## src/rtl/uc_asteroide_if.sv

```systemverilog
// Control/status bundle between the asteroid control FSM (master) and its datapath (slave).
interface uc_asteroide_if;
    // Datapath status
    logic       colisao_aste_com_nave;
    logic       rco_contador_aste;
    logic [1:0] opcode_aste;
    logic       loaded_aste;
    logic       destruido_aste;
    logic       carry_som_sub;
    // Datapath control
    logic       conta_contador_aste;
    logic       reset_contador_aste;
    logic [1:0] select_mux_pos_aste;
    logic       select_mux_coor_aste;
    logic       select_soma_sub_aste;
    logic       enable_mem_aste;
    logic       enable_load_aste;
    logic       new_load_aste;
    logic       new_destruido_aste;
    logic       reset_reg_nave;
    logic       reset_gerador_random;

    modport master (
        input  colisao_aste_com_nave, rco_contador_aste, opcode_aste, loaded_aste,
               destruido_aste, carry_som_sub,
        output conta_contador_aste, reset_contador_aste, select_mux_pos_aste,
               select_mux_coor_aste, select_soma_sub_aste, enable_mem_aste, enable_load_aste,
               new_load_aste, new_destruido_aste, reset_reg_nave, reset_gerador_random
    );

    modport slave (
        output colisao_aste_com_nave, rco_contador_aste, opcode_aste, loaded_aste,
               destruido_aste, carry_som_sub,
        input  conta_contador_aste, reset_contador_aste, select_mux_pos_aste,
               select_mux_coor_aste, select_soma_sub_aste, enable_mem_aste, enable_load_aste,
               new_load_aste, new_destruido_aste, reset_reg_nave, reset_gerador_random
    );
endinterface

```

## src/rtl/uc_asteroide.sv

```systemverilog
// Control FSM for the asteroid datapath: per-tick move sweep over all slots and spawn into a free slot.
// Optional macro UC_ASTE_WRAP_EN: coordinates wrap 15<->0 instead of the asteroid dying at the edge.
module uc_asteroide #(
    parameter int unsigned N_ASTE   = 16,
    parameter int unsigned ESTADO_W = 4
) (
    input  logic                clock,
    input  logic                reset_n,
    input  logic                tick_move,
    input  logic                spawn_req,
    uc_asteroide_if.master      dp,
    output logic                busy,
    output logic                colisao,
    output logic                spawn_ok,
    output logic                spawn_fail,
    output logic [ESTADO_W-1:0] db_estado
);

    // The sweep ends on the datapath's rco, which only covers a 4-bit slot counter.
    if (N_ASTE < 1 || N_ASTE > 16) begin : g_bad_n_aste
        $error("uc_asteroide: N_ASTE must be in 1..16");
    end

    typedef enum logic [3:0] {
        StInicial = 4'd0,
        StOcioso  = 4'd1,
        StZeraM   = 4'd2,
        StLeM     = 4'd3,
        StAvalia  = 4'd4,
        StMove    = 4'd5,
        StLeC     = 4'd6,
        StChecaC  = 4'd7,
        StMata    = 4'd8,
        StProxM   = 4'd9,
        StZeraS   = 4'd10,
        StLeS     = 4'd11,
        StBusca   = 4'd12,
        StGrava   = 4'd13
    } estado_e;

    estado_e state_q, state_d;
    logic    pend_move_q, pend_move_d;
    logic    pend_spawn_q, pend_spawn_d;
    logic    want_move, want_spawn;
    logic    clr_move, clr_spawn;

    // A request seen while idle is served at once; otherwise it waits in the pending flag.
    assign want_move  = pend_move_q | tick_move;
    assign want_spawn = pend_spawn_q | spawn_req;

    always_ff @(posedge clock or negedge reset_n) begin
        if (!reset_n) begin
            state_q      <= StInicial;
            pend_move_q  <= 1'b0;
            pend_spawn_q <= 1'b0;
        end else begin
            state_q      <= state_d;
            pend_move_q  <= pend_move_d;
            pend_spawn_q <= pend_spawn_d;
        end
    end

    assign pend_move_d  = want_move & ~clr_move;
    assign pend_spawn_d = want_spawn & ~clr_spawn;

    always_comb begin
        state_d                 = state_q;
        clr_move                = 1'b0;
        clr_spawn               = 1'b0;
        dp.conta_contador_aste  = 1'b0;
        dp.reset_contador_aste  = 1'b0;
        dp.select_mux_pos_aste  = 2'b00;
        dp.select_mux_coor_aste = 1'b0;
        dp.select_soma_sub_aste = 1'b0;
        dp.enable_mem_aste      = 1'b0;
        dp.enable_load_aste     = 1'b0;
        dp.new_load_aste        = 1'b0;
        dp.new_destruido_aste   = 1'b0;
        dp.reset_reg_nave       = 1'b0;
        dp.reset_gerador_random = 1'b0;
        colisao                 = 1'b0;
        spawn_ok                = 1'b0;
        spawn_fail              = 1'b0;
        busy                    = (state_q != StInicial) && (state_q != StOcioso);
        db_estado               = ESTADO_W'(state_q);

        unique case (state_q)
            StInicial: begin
                // Ship/random init strobes stay low while reset is still held.
                dp.reset_reg_nave       = reset_n;
                dp.reset_gerador_random = reset_n;
                dp.reset_contador_aste  = 1'b1;
                state_d                 = StOcioso;
            end
            StOcioso: begin
                if (want_move) begin
                    clr_move = 1'b1;
                    state_d  = StZeraM;
                end else if (want_spawn) begin
                    clr_spawn = 1'b1;
                    state_d   = StZeraS;
                end
            end
            StZeraM: begin
                dp.reset_contador_aste = 1'b1;
                state_d                = StLeM;
            end
            StLeM:    state_d = StAvalia;
            StAvalia: state_d = (dp.loaded_aste && !dp.destruido_aste) ? StMove : StProxM;
            StMove: begin
                dp.select_mux_coor_aste = dp.opcode_aste[1];
                dp.select_soma_sub_aste = dp.opcode_aste[0];
                dp.select_mux_pos_aste  = {1'b0, dp.opcode_aste[1]};
                dp.enable_mem_aste      = 1'b1;
`ifdef UC_ASTE_WRAP_EN
                state_d = StLeC;
`else
                state_d = dp.carry_som_sub ? StMata : StLeC;
`endif
            end
            StLeC: state_d = StChecaC;
            StChecaC: begin
                if (dp.colisao_aste_com_nave) begin
                    colisao = 1'b1;
                    state_d = StMata;
                end else begin
                    state_d = StProxM;
                end
            end
            StMata: begin
                dp.enable_load_aste   = 1'b1;
                dp.new_destruido_aste = 1'b1;
                state_d               = StProxM;
            end
            StProxM: begin
                if (dp.rco_contador_aste) begin
                    state_d = StOcioso;
                end else begin
                    dp.conta_contador_aste = 1'b1;
                    state_d                = StLeM;
                end
            end
            StZeraS: begin
                dp.reset_contador_aste = 1'b1;
                state_d                = StLeS;
            end
            StLeS: state_d = StBusca;
            StBusca: begin
                // A destroyed slot that is still marked loaded does not count as free.
                if (!dp.loaded_aste) begin
                    state_d = StGrava;
                end else if (dp.rco_contador_aste) begin
                    spawn_fail = 1'b1;
                    state_d    = StOcioso;
                end else begin
                    dp.conta_contador_aste = 1'b1;
                    state_d                = StLeS;
                end
            end
            StGrava: begin
                dp.select_mux_pos_aste = 2'b10;
                dp.enable_mem_aste     = 1'b1;
                dp.enable_load_aste    = 1'b1;
                dp.new_load_aste       = 1'b1;
                spawn_ok               = 1'b1;
                state_d                = StOcioso;
            end
            default: state_d = StInicial;
        endcase
    end

endmodule

```

## src/flat_wrapper.sv

```systemverilog
// flat-port wrapper written by rule: the top's interface ports become plain ports
module uc_asteroide_flat 
#(
    parameter int unsigned N_ASTE   = 16,
    parameter int unsigned ESTADO_W = 4
)
  (clock, reset_n, tick_move, spawn_req, busy, colisao, spawn_ok, spawn_fail, db_estado, dp_colisao_aste_com_nave, dp_rco_contador_aste, dp_opcode_aste, dp_loaded_aste, dp_destruido_aste, dp_carry_som_sub, dp_conta_contador_aste, dp_reset_contador_aste, dp_select_mux_pos_aste, dp_select_mux_coor_aste, dp_select_soma_sub_aste, dp_enable_mem_aste, dp_enable_load_aste, dp_new_load_aste, dp_new_destruido_aste, dp_reset_reg_nave, dp_reset_gerador_random);
  uc_asteroide_if dp_i ();
  input  logic clock;
  input  logic reset_n;
  input  logic tick_move;
  input  logic spawn_req;
  output logic busy;
  output logic colisao;
  output logic spawn_ok;
  output logic spawn_fail;
  output logic [ESTADO_W-1:0] db_estado;
  input wire logic [$bits(dp_i.colisao_aste_com_nave)-1:0] dp_colisao_aste_com_nave;
  input wire logic [$bits(dp_i.rco_contador_aste)-1:0] dp_rco_contador_aste;
  input wire logic [$bits(dp_i.opcode_aste)-1:0] dp_opcode_aste;
  input wire logic [$bits(dp_i.loaded_aste)-1:0] dp_loaded_aste;
  input wire logic [$bits(dp_i.destruido_aste)-1:0] dp_destruido_aste;
  input wire logic [$bits(dp_i.carry_som_sub)-1:0] dp_carry_som_sub;
  output wire logic [$bits(dp_i.conta_contador_aste)-1:0] dp_conta_contador_aste;
  output wire logic [$bits(dp_i.reset_contador_aste)-1:0] dp_reset_contador_aste;
  output wire logic [$bits(dp_i.select_mux_pos_aste)-1:0] dp_select_mux_pos_aste;
  output wire logic [$bits(dp_i.select_mux_coor_aste)-1:0] dp_select_mux_coor_aste;
  output wire logic [$bits(dp_i.select_soma_sub_aste)-1:0] dp_select_soma_sub_aste;
  output wire logic [$bits(dp_i.enable_mem_aste)-1:0] dp_enable_mem_aste;
  output wire logic [$bits(dp_i.enable_load_aste)-1:0] dp_enable_load_aste;
  output wire logic [$bits(dp_i.new_load_aste)-1:0] dp_new_load_aste;
  output wire logic [$bits(dp_i.new_destruido_aste)-1:0] dp_new_destruido_aste;
  output wire logic [$bits(dp_i.reset_reg_nave)-1:0] dp_reset_reg_nave;
  output wire logic [$bits(dp_i.reset_gerador_random)-1:0] dp_reset_gerador_random;
  assign dp_i.colisao_aste_com_nave = dp_colisao_aste_com_nave;
  assign dp_i.rco_contador_aste = dp_rco_contador_aste;
  assign dp_i.opcode_aste = dp_opcode_aste;
  assign dp_i.loaded_aste = dp_loaded_aste;
  assign dp_i.destruido_aste = dp_destruido_aste;
  assign dp_i.carry_som_sub = dp_carry_som_sub;
  assign dp_conta_contador_aste = dp_i.conta_contador_aste;
  assign dp_reset_contador_aste = dp_i.reset_contador_aste;
  assign dp_select_mux_pos_aste = dp_i.select_mux_pos_aste;
  assign dp_select_mux_coor_aste = dp_i.select_mux_coor_aste;
  assign dp_select_soma_sub_aste = dp_i.select_soma_sub_aste;
  assign dp_enable_mem_aste = dp_i.enable_mem_aste;
  assign dp_enable_load_aste = dp_i.enable_load_aste;
  assign dp_new_load_aste = dp_i.new_load_aste;
  assign dp_new_destruido_aste = dp_i.new_destruido_aste;
  assign dp_reset_reg_nave = dp_i.reset_reg_nave;
  assign dp_reset_gerador_random = dp_i.reset_gerador_random;
  uc_asteroide #(.N_ASTE(N_ASTE), .ESTADO_W(ESTADO_W)) u_core (.clock(clock), .reset_n(reset_n), .tick_move(tick_move), .spawn_req(spawn_req), .dp(dp_i), .busy(busy), .colisao(colisao), .spawn_ok(spawn_ok), .spawn_fail(spawn_fail), .db_estado(db_estado));
endmodule
```

## config.mk

```make
export PLATFORM = sky130hd
export DESIGN_NAME = uc_asteroide_flat
export DESIGN_NICKNAME = d
export VERILOG_FILES = /design/src/rtl/uc_asteroide_if.sv /design/src/rtl/uc_asteroide.sv /design/src/flat_wrapper.sv
export SDC_FILE = /design/constraint.sdc
export NUM_CORES = 1
export LEC_CHECK = 0
export CORE_MARGIN = 2
export CORE_UTILIZATION = 28
export DETAILED_ROUTE_END_ITERATION = 8
export PLACE_DENSITY = 0.7
export SLEW_MARGIN = 20
export SYNTH_ARGS = -nofsm -noshare
export SYNTH_HDL_FRONTEND = slang
export SYNTH_SLANG_ARGS = --single-unit
```

## constraint.sdc

```tcl
create_clock -name clock -period 2 [get_ports clock]
set_clock_uncertainty 0.1 [all_clocks]
set_input_delay 0.6 -clock clock [delete_from_list [all_inputs] [get_ports clock]]
set_output_delay 0.6 -clock clock [all_outputs]
set_load 0.01 [all_outputs]
```

==> impl_metrics.csv, run 1 <==
group,metric,value,unit
run_status,status,"complete, but fails checks",
run_status,violations,"negative setup slack",
power_and_ir_drop,p_int,928,uW
drt,antenna_left,0,
finish,areaGrowthSynthToFinish,116,%
drt,drt_iter0_drc,10,
critical_path,slowest_delay,390,ps
critical_path,crit_start,"u_core.db_estado[0]",
cts,clock-root-buffer,"clkbuf_4",
logic_synthesis,ys_ff_latch,6,
floorplanning,ioPinCount,31,
grt,grt.overflow.total,0,
power_and_ir_drop,powerDensity,1360,mW/mm^2
drt,drc,0,
drt,wl_per_cell,13.9,um
power_and_ir_drop,pwr-share-seq,0.150,
grt,grt_usage,0.207,
placement,io_buffers,30,
critical_path,r2r_start,"u_core.db_estado[3]",
placement,hpwl,1420,um
logic_synthesis,syn_nets,81,
sta,tns,-271,ps
cts,clk_pin_slew,50,ps
cts,cts_htree_levels,1,
sta,rsz0062_at_grt,"yes",
floorplanning,die_area,0.00229,mm^2
sta,slew_viol_final,0,
logic_synthesis,yosysUniqueCellTypes,29,
sta,worstMarginPinSlew,254,ps
sta,period_share,1.07,
drt,firstDrtPassIters,4,
placement,gp_congestion,0.855,
cts,clock_latency,250,ps
critical_path,critPathCapture,"dp_conta_contador_aste",
finish,final_nets,148,
sta,slew-limit-headroom,0.830,
critical_path,regToRegSetupSlack,350,ps
finish,final_cells,160,
critical_path,r2r_end,"u_core.db_estado[3]",
logic_synthesis,yosysWarningCount,0,
floorplanning,num_rows,15,
cts,cts_buffers,3,
critical_path,timing.critical_path.to_type,"output pin",
cts,ctsLongestPathBuffers,2,
drt,num_vias,805,
drt,avgViaCountPerCell,5.03,
critical_path,worstPathMaxFanout,4,
critical_path,r2r_cells,8,
cts,cts_tree,"yes",
grt,antenna_found_initial,0,
logic_synthesis,netlist_area,539,um^2
sta,worst_slack,-141,ps
power_and_ir_drop,p_leak,0.000613,uW
power_and_ir_drop,sw_frac_of_total,0.414,
floorplanning,core-area,0.00176,mm^2
finish,final_common_cell,"buf_4",
logic_synthesis,syn_avg_cell_area,7.70,um^2
floorplanning,die_h,47.9,um
critical_path,slowest_stage,"dfrtp_1",
flow_run,maxCapViolations,0,
power_and_ir_drop,clkPwrFrac,0.075,
floorplanning,die_w,47.9,um
sta,hold_viol,0,
power_and_ir_drop,p_comb_frac,0.775,
critical_path,worstPathCellList,"buf_6 -> and2b_1 -> nand2_1 -> a211oi_2 -> buf_2",
sta,setup-violations-final,4,
logic_synthesis,netlist_instances,70,
placement,dp_cells,139,
cts,cts_sinks,6,
finish,layout-drive-gt1-share,0.519,
critical_path,cp.required,1300,ps
drt,drt-total-wl,2220,um
grt,grt_first_pass_wirelength,3250,um
logic_synthesis,yosysSeqAreaShare,0.278,
placement,place_area,995,um^2
finish,fin_area,0.00116,mm^2
power_and_ir_drop,p_switching,655,uW
grt,grt_pass1_vias,755,
sta,fin_crit,2140,ps
floorplanning,floorplan.initialDensity,0.306,
finish,antenna_cells,0,
power_and_ir_drop,vdd_drop_max,0.749,mV
critical_path,worstPathArrival,1440,ps
critical_path,start_kind,"register",
sta,clock.fmax,0.467,GHz
finish,layout_common_cells,"buf_4 (29), buf_2 (12), buf_6 (11)",
hold_path,hold_path_class,"in2async",
grt,grt_max_degree,13,
power_and_ir_drop,total_power,1580,uW
critical_path,path_class,"reg2out",
placement,dp_slack,-662,ps
==> flip-flops by register name, indices dropped and copies added (netlist names) <==
signal	cells
u_core.db_estado	4
u_core.pend_move_q	1
u_core.pend_spawn_q	1
==> cell usage after synthesis <==
cell      instances  share of area
dfrtp_1           6           0.28
nand2_1           6          0.042
nand2b_1          6          0.070
and3_1            4          0.046
buf_2             4          0.037
nor2_1            4          0.028
a21oi_1           3          0.028
a31oi_1           3          0.035
buf_4             3          0.042
mux2i_1           3          0.056
nand3_1           3          0.028
nor3_1            3          0.028
and2b_1           2          0.028
inv_1             2          0.014
nand4_1           2          0.023
nor2b_1           2          0.023
nor3b_1           2          0.028
a211o_1           1          0.016
a211oi_2          1          0.023
a21o_1            1          0.014
a32o_1            1          0.019
and2_1            1          0.012
clkbuf_1          1         0.0070
nor4_1            1          0.012
o21ai_0           1         0.0093
o21ai_1           1         0.0093
o21ba_1           1          0.019
o31a_1            1          0.016
or3_1             1          0.012
==> critical path: cells and delay by family, from the launching register on <==
family	cells	cell delay [ps]
AOI/OAI and AO/OA	1	240
DFF	1	390
and+or+nand+nor	2	270
buffers and inverters	2	300
==> worst min-delay path by stage <==
stage	slack, ps	cells after the start	end
6_report	310	2	u_core.pend_spawn_q
5_1_grt	330	2	u_core.pend_move_q
4_1_cts	300	2	u_core.pend_spawn_q
3_5_place_dp	420	2	u_core.pend_spawn_q
3_3_place_gp	410	2	u_core.pend_move_q
2_1_floorplan	200	0	u_core.db_estado[0]
==> power by group through the flow <==
stage / clock (uW) / combinational [uW] / sequential (uW)
after global routing: 133 / 1300 / 244
after floorplan: 0 / 450 / 241
after CTS: 121 / 1110 / 228
after detailed placement: 0 / 960 / 245
final: 118 / 1230 / 238
after global placement: 0 / 945 / 240
==> kinds of logic (layout without fill, tap and decap cells) <==
| kind of cell | count (synthesis) | in the layout | synth area share |
|---|---|---|---|
| DFF | 6 | 6 | 0.278 |
| AOI/OAI and AO/OA | 14 | 14 | 0.188 |
| muxes | 3 | 3 | 0.0557 |
| buffers and inverters | 10 | 75 | 0.0998 |
| and+or+nand+nor | 37 | 37 | 0.378 |
==> layer usage <==
layer / GRT usage / up-vias / part of all wire
met4: 0.114 / 0 / 0.021
li1: - / 381 / -
met5: 0 / - / 0
met1: 0.240 / 369 / 0.40
met3: 0.0302 / 6 / 0.073
met2: 0.363 / 49 / 0.51
==> what timing repair did <==
action,in CTS,in global routing
pin swaps,6,5
resized for setup,80,16
setup endpoints to repair,20,15
buffers inserted,15,7
hold endpoints to repair,0,0
hold buffers,0,0
==> through the flow <==
step / utilization / hold slack (ps)
finish: 0.660 / 308
global route: 0.660 / 326
CTS: 0.630 / 300
detailed placement: 0.564 / 421
global placement: 0.564 / 413
floorplan: - / 204
==> area by class of cell <==
class	count	area [um^2]
multi-input combinational	54	392
timing repair buffer	70	559
clock buffer	3	22.5
tap	25	31.3
inverter	2	7.51
fill	154	599
sequential	6	153
No activity file was read; power rests on OpenSTA's default activity.
==> run 2, diff against run 1 <==
--- a/config.mk
+++ b/config.mk
@@ -8,7 +8,8 @@
 export CORE_MARGIN = 2
 export CORE_UTILIZATION = 28
 export DETAILED_ROUTE_END_ITERATION = 8
-export PLACE_DENSITY = 0.7
+export PLACE_DENSITY = 0.71
+export RECOVER_POWER = 50
 export SLEW_MARGIN = 20
 export SYNTH_ARGS = -nofsm -noshare
 export SYNTH_HDL_FRONTEND = slang
==> constraint.sdc (replaced) <==
create_clock -name clock -period 2 [get_ports clock]
set_clock_uncertainty 0.1 [all_clocks]
set_input_delay 0.6 -clock clock [delete_from_list [all_inputs] [get_ports clock]]
set_output_delay 0.6 -clock clock [all_outputs]
set_load 0.05 [all_outputs]
==> impl_metrics.csv, run 2 (same netlist as run 1, synthesis figures left out) <==
group,metric,value,unit
cts,clk_pin_slew,50,ps
cts,clock-root-buffer,"clkbuf_4",
run_status,violations,"negative setup slack",
placement,gp_congestion,0.877,
drt,avgViaCountPerCell,5.14,
drt,num_vias,714,
cts,cts_tree,"yes",
critical_path,path_class,"reg2out",
sta,setup-violations-final,15,
drt,antenna_left,0,
floorplanning,num_rows,15,
floorplanning,ioPinCount,31,
floorplanning,die_area,0.00229,mm^2
grt,antenna_found_initial,0,
finish,final_core_util,0.748,
drt,firstDrtPassIters,4,
critical_path,cp.required,1300,ps
finish,multi_input_area,472,um^2
sta,clock.fmax,0.462,GHz
finish,final_nets,126,
power_and_ir_drop,vdd_drop_max,1.03,mV
cts,cts_buffers,3,
drt,drc,0,
power_and_ir_drop,powerDensity,1620,mW/mm^2
drt,drt-total-wl,2030,um
sta,rsz0062_at_grt,"yes",
grt,grt.overflow.total,0,
cts,cts_htree_levels,1,
flow_run,maxCapViolations,0,
sta,period_share,1.08,
cts,clock_latency,250,ps
sta,hold_viol,0,
critical_path,timing.critical_path.to_type,"output pin",
power_and_ir_drop,p_leak,0.000559,uW
sta,slew_viol_final,0,
critical_path,worstPathMaxFanout,5,
sta,fin_crit,2170,ps
grt,grt_max_degree,12,
drt,drt_iter0_drc,15,
floorplanning,floorplan.initialDensity,0.306,
floorplanning,core-area,0.00176,mm^2
sta,worstMarginPinSlew,328,ps
finish,regArea,158,um^2
cts,ctsLongestPathBuffers,2,
finish,layout-drive-gt1-share,0.579,
sta,slew-limit-headroom,0.781,
placement,io_buffers,30,
run_status,status,"complete, but fails checks",
finish,areaGrowthSynthToFinish,145,%
placement,dp_slack,-382,ps
finish,layout_common_cells,"buf_12 (19), buf_4 (14), nand2_1 (4), clkdlybuf4s50_1 (4), dlygate4sd2_1 (4)",
finish,fillerInstances,127,
placement,hpwl,1560,um
drt,wl_per_cell,14.6,um
hold_path,hold_path_class,"in2async",
critical_path,start_kind,"register",
finish,largest_register_ffs,4,
grt,grt_pass1_vias,701,
sta,worst_slack,-167,ps
cts,cts_sinks,6,
critical_path,worstPathArrival,1470,ps
floorplanning,die_h,47.9,um
floorplanning,die_w,47.9,um
finish,final_common_cell,"buf_12",
finish,antenna_cells,0,
grt,grt_usage,0.199,
grt,grt_first_pass_wirelength,3130,um
[run 2: cell types whose count changed in the layout (fill, tap and decap cells not counted), moves of 3 or more]
| cell | previous run | this run |
|---|---|---|
| and3_1 | 4 | 0 |
| buf_12 | 0 | 19 |
| buf_2 | 12 | 0 |
| buf_4 | 29 | 14 |
| buf_6 | 11 | 2 |
| clkbuf_1 | 0 | 3 |
| dlygate4sd2_1 | 10 | 4 |
| nor3_2 | 3 | 0 |
| nor3_4 | 0 | 3 |
[run 2: critical path, cell delays in order (launching register included)]
cell and delay [ps]:
dfrtp_2 430, and2b_2 260, nand2_2 70, a211oi_4 270, buf_12 180
[run 2: final timing paths]
| path | slack, ps | startpoint | endpoint | cells after the start |
|---|---|---|---|---|
| min reg2reg | 480 | u_core.pend_spawn_q | u_core.pend_spawn_q | 2 |
| max in group asynchronous | 1170 | reset_n | u_core.db_estado[2] | 2 |
| max | -170 | u_core.db_estado[0] | dp_conta_contador_aste | 4 |
| min | 360 | reset_n | u_core.pend_move_q | 2 |
| max reg2reg | 460 | u_core.db_estado[2] | u_core.db_estado[1] | 5 |
| min in group clock | 480 | u_core.pend_spawn_q | u_core.pend_spawn_q | 2 |
[run 2: metal layers]
layer	vias to the layer above	track usage	wire, um
met2	28	0.325	1080
li1	340	-	-
met5	-	0	0
met1	342	0.249	813
met4	0	0.0703	30
met3	4	0.0566	104
[run 2: stage by stage]
step	setup TNS, ps	total power (uW)	hold WS [ps]	cell area (um^2)	std cells
6_report	-1340	2130	360	1320	139
5_1_grt	-2390	2240	392	1320	139
4_1_cts	-1380	2090	298	1300	138
3_5_place_dp	-1940	1830	461	1220	130
3_3_place_gp	-1850	1810	412	1220	130
2_1_floorplan	-1250	1190	204	669	70
[run 2: power breakdown]
group / switching [uW] / total [uW] / internal, uW
Combinational: 895 / 1720 / 826
Sequential: 97.8 / 282 / 185
Clock: 52.7 / 129 / 76.2
Total: 1050 / 2130 / 1090
[run 2: layout make-up]
class | count | area share
Clock buffer | 4 | 0.0199
Inverter | 2 | 0.00569
Multi-Input combinational cell | 54 | 0.357
Sequential cell | 6 | 0.119
Tap cell | 25 | 0.0237
Timing Repair Buffer | 48 | 0.474
[run 2: what timing repair did]
action	CTS	global route
hold buffers	0	0
setup buffers	4	1
pin swaps	7	1
setup endpoints to repair	16	16
gates resized for setup	18	5
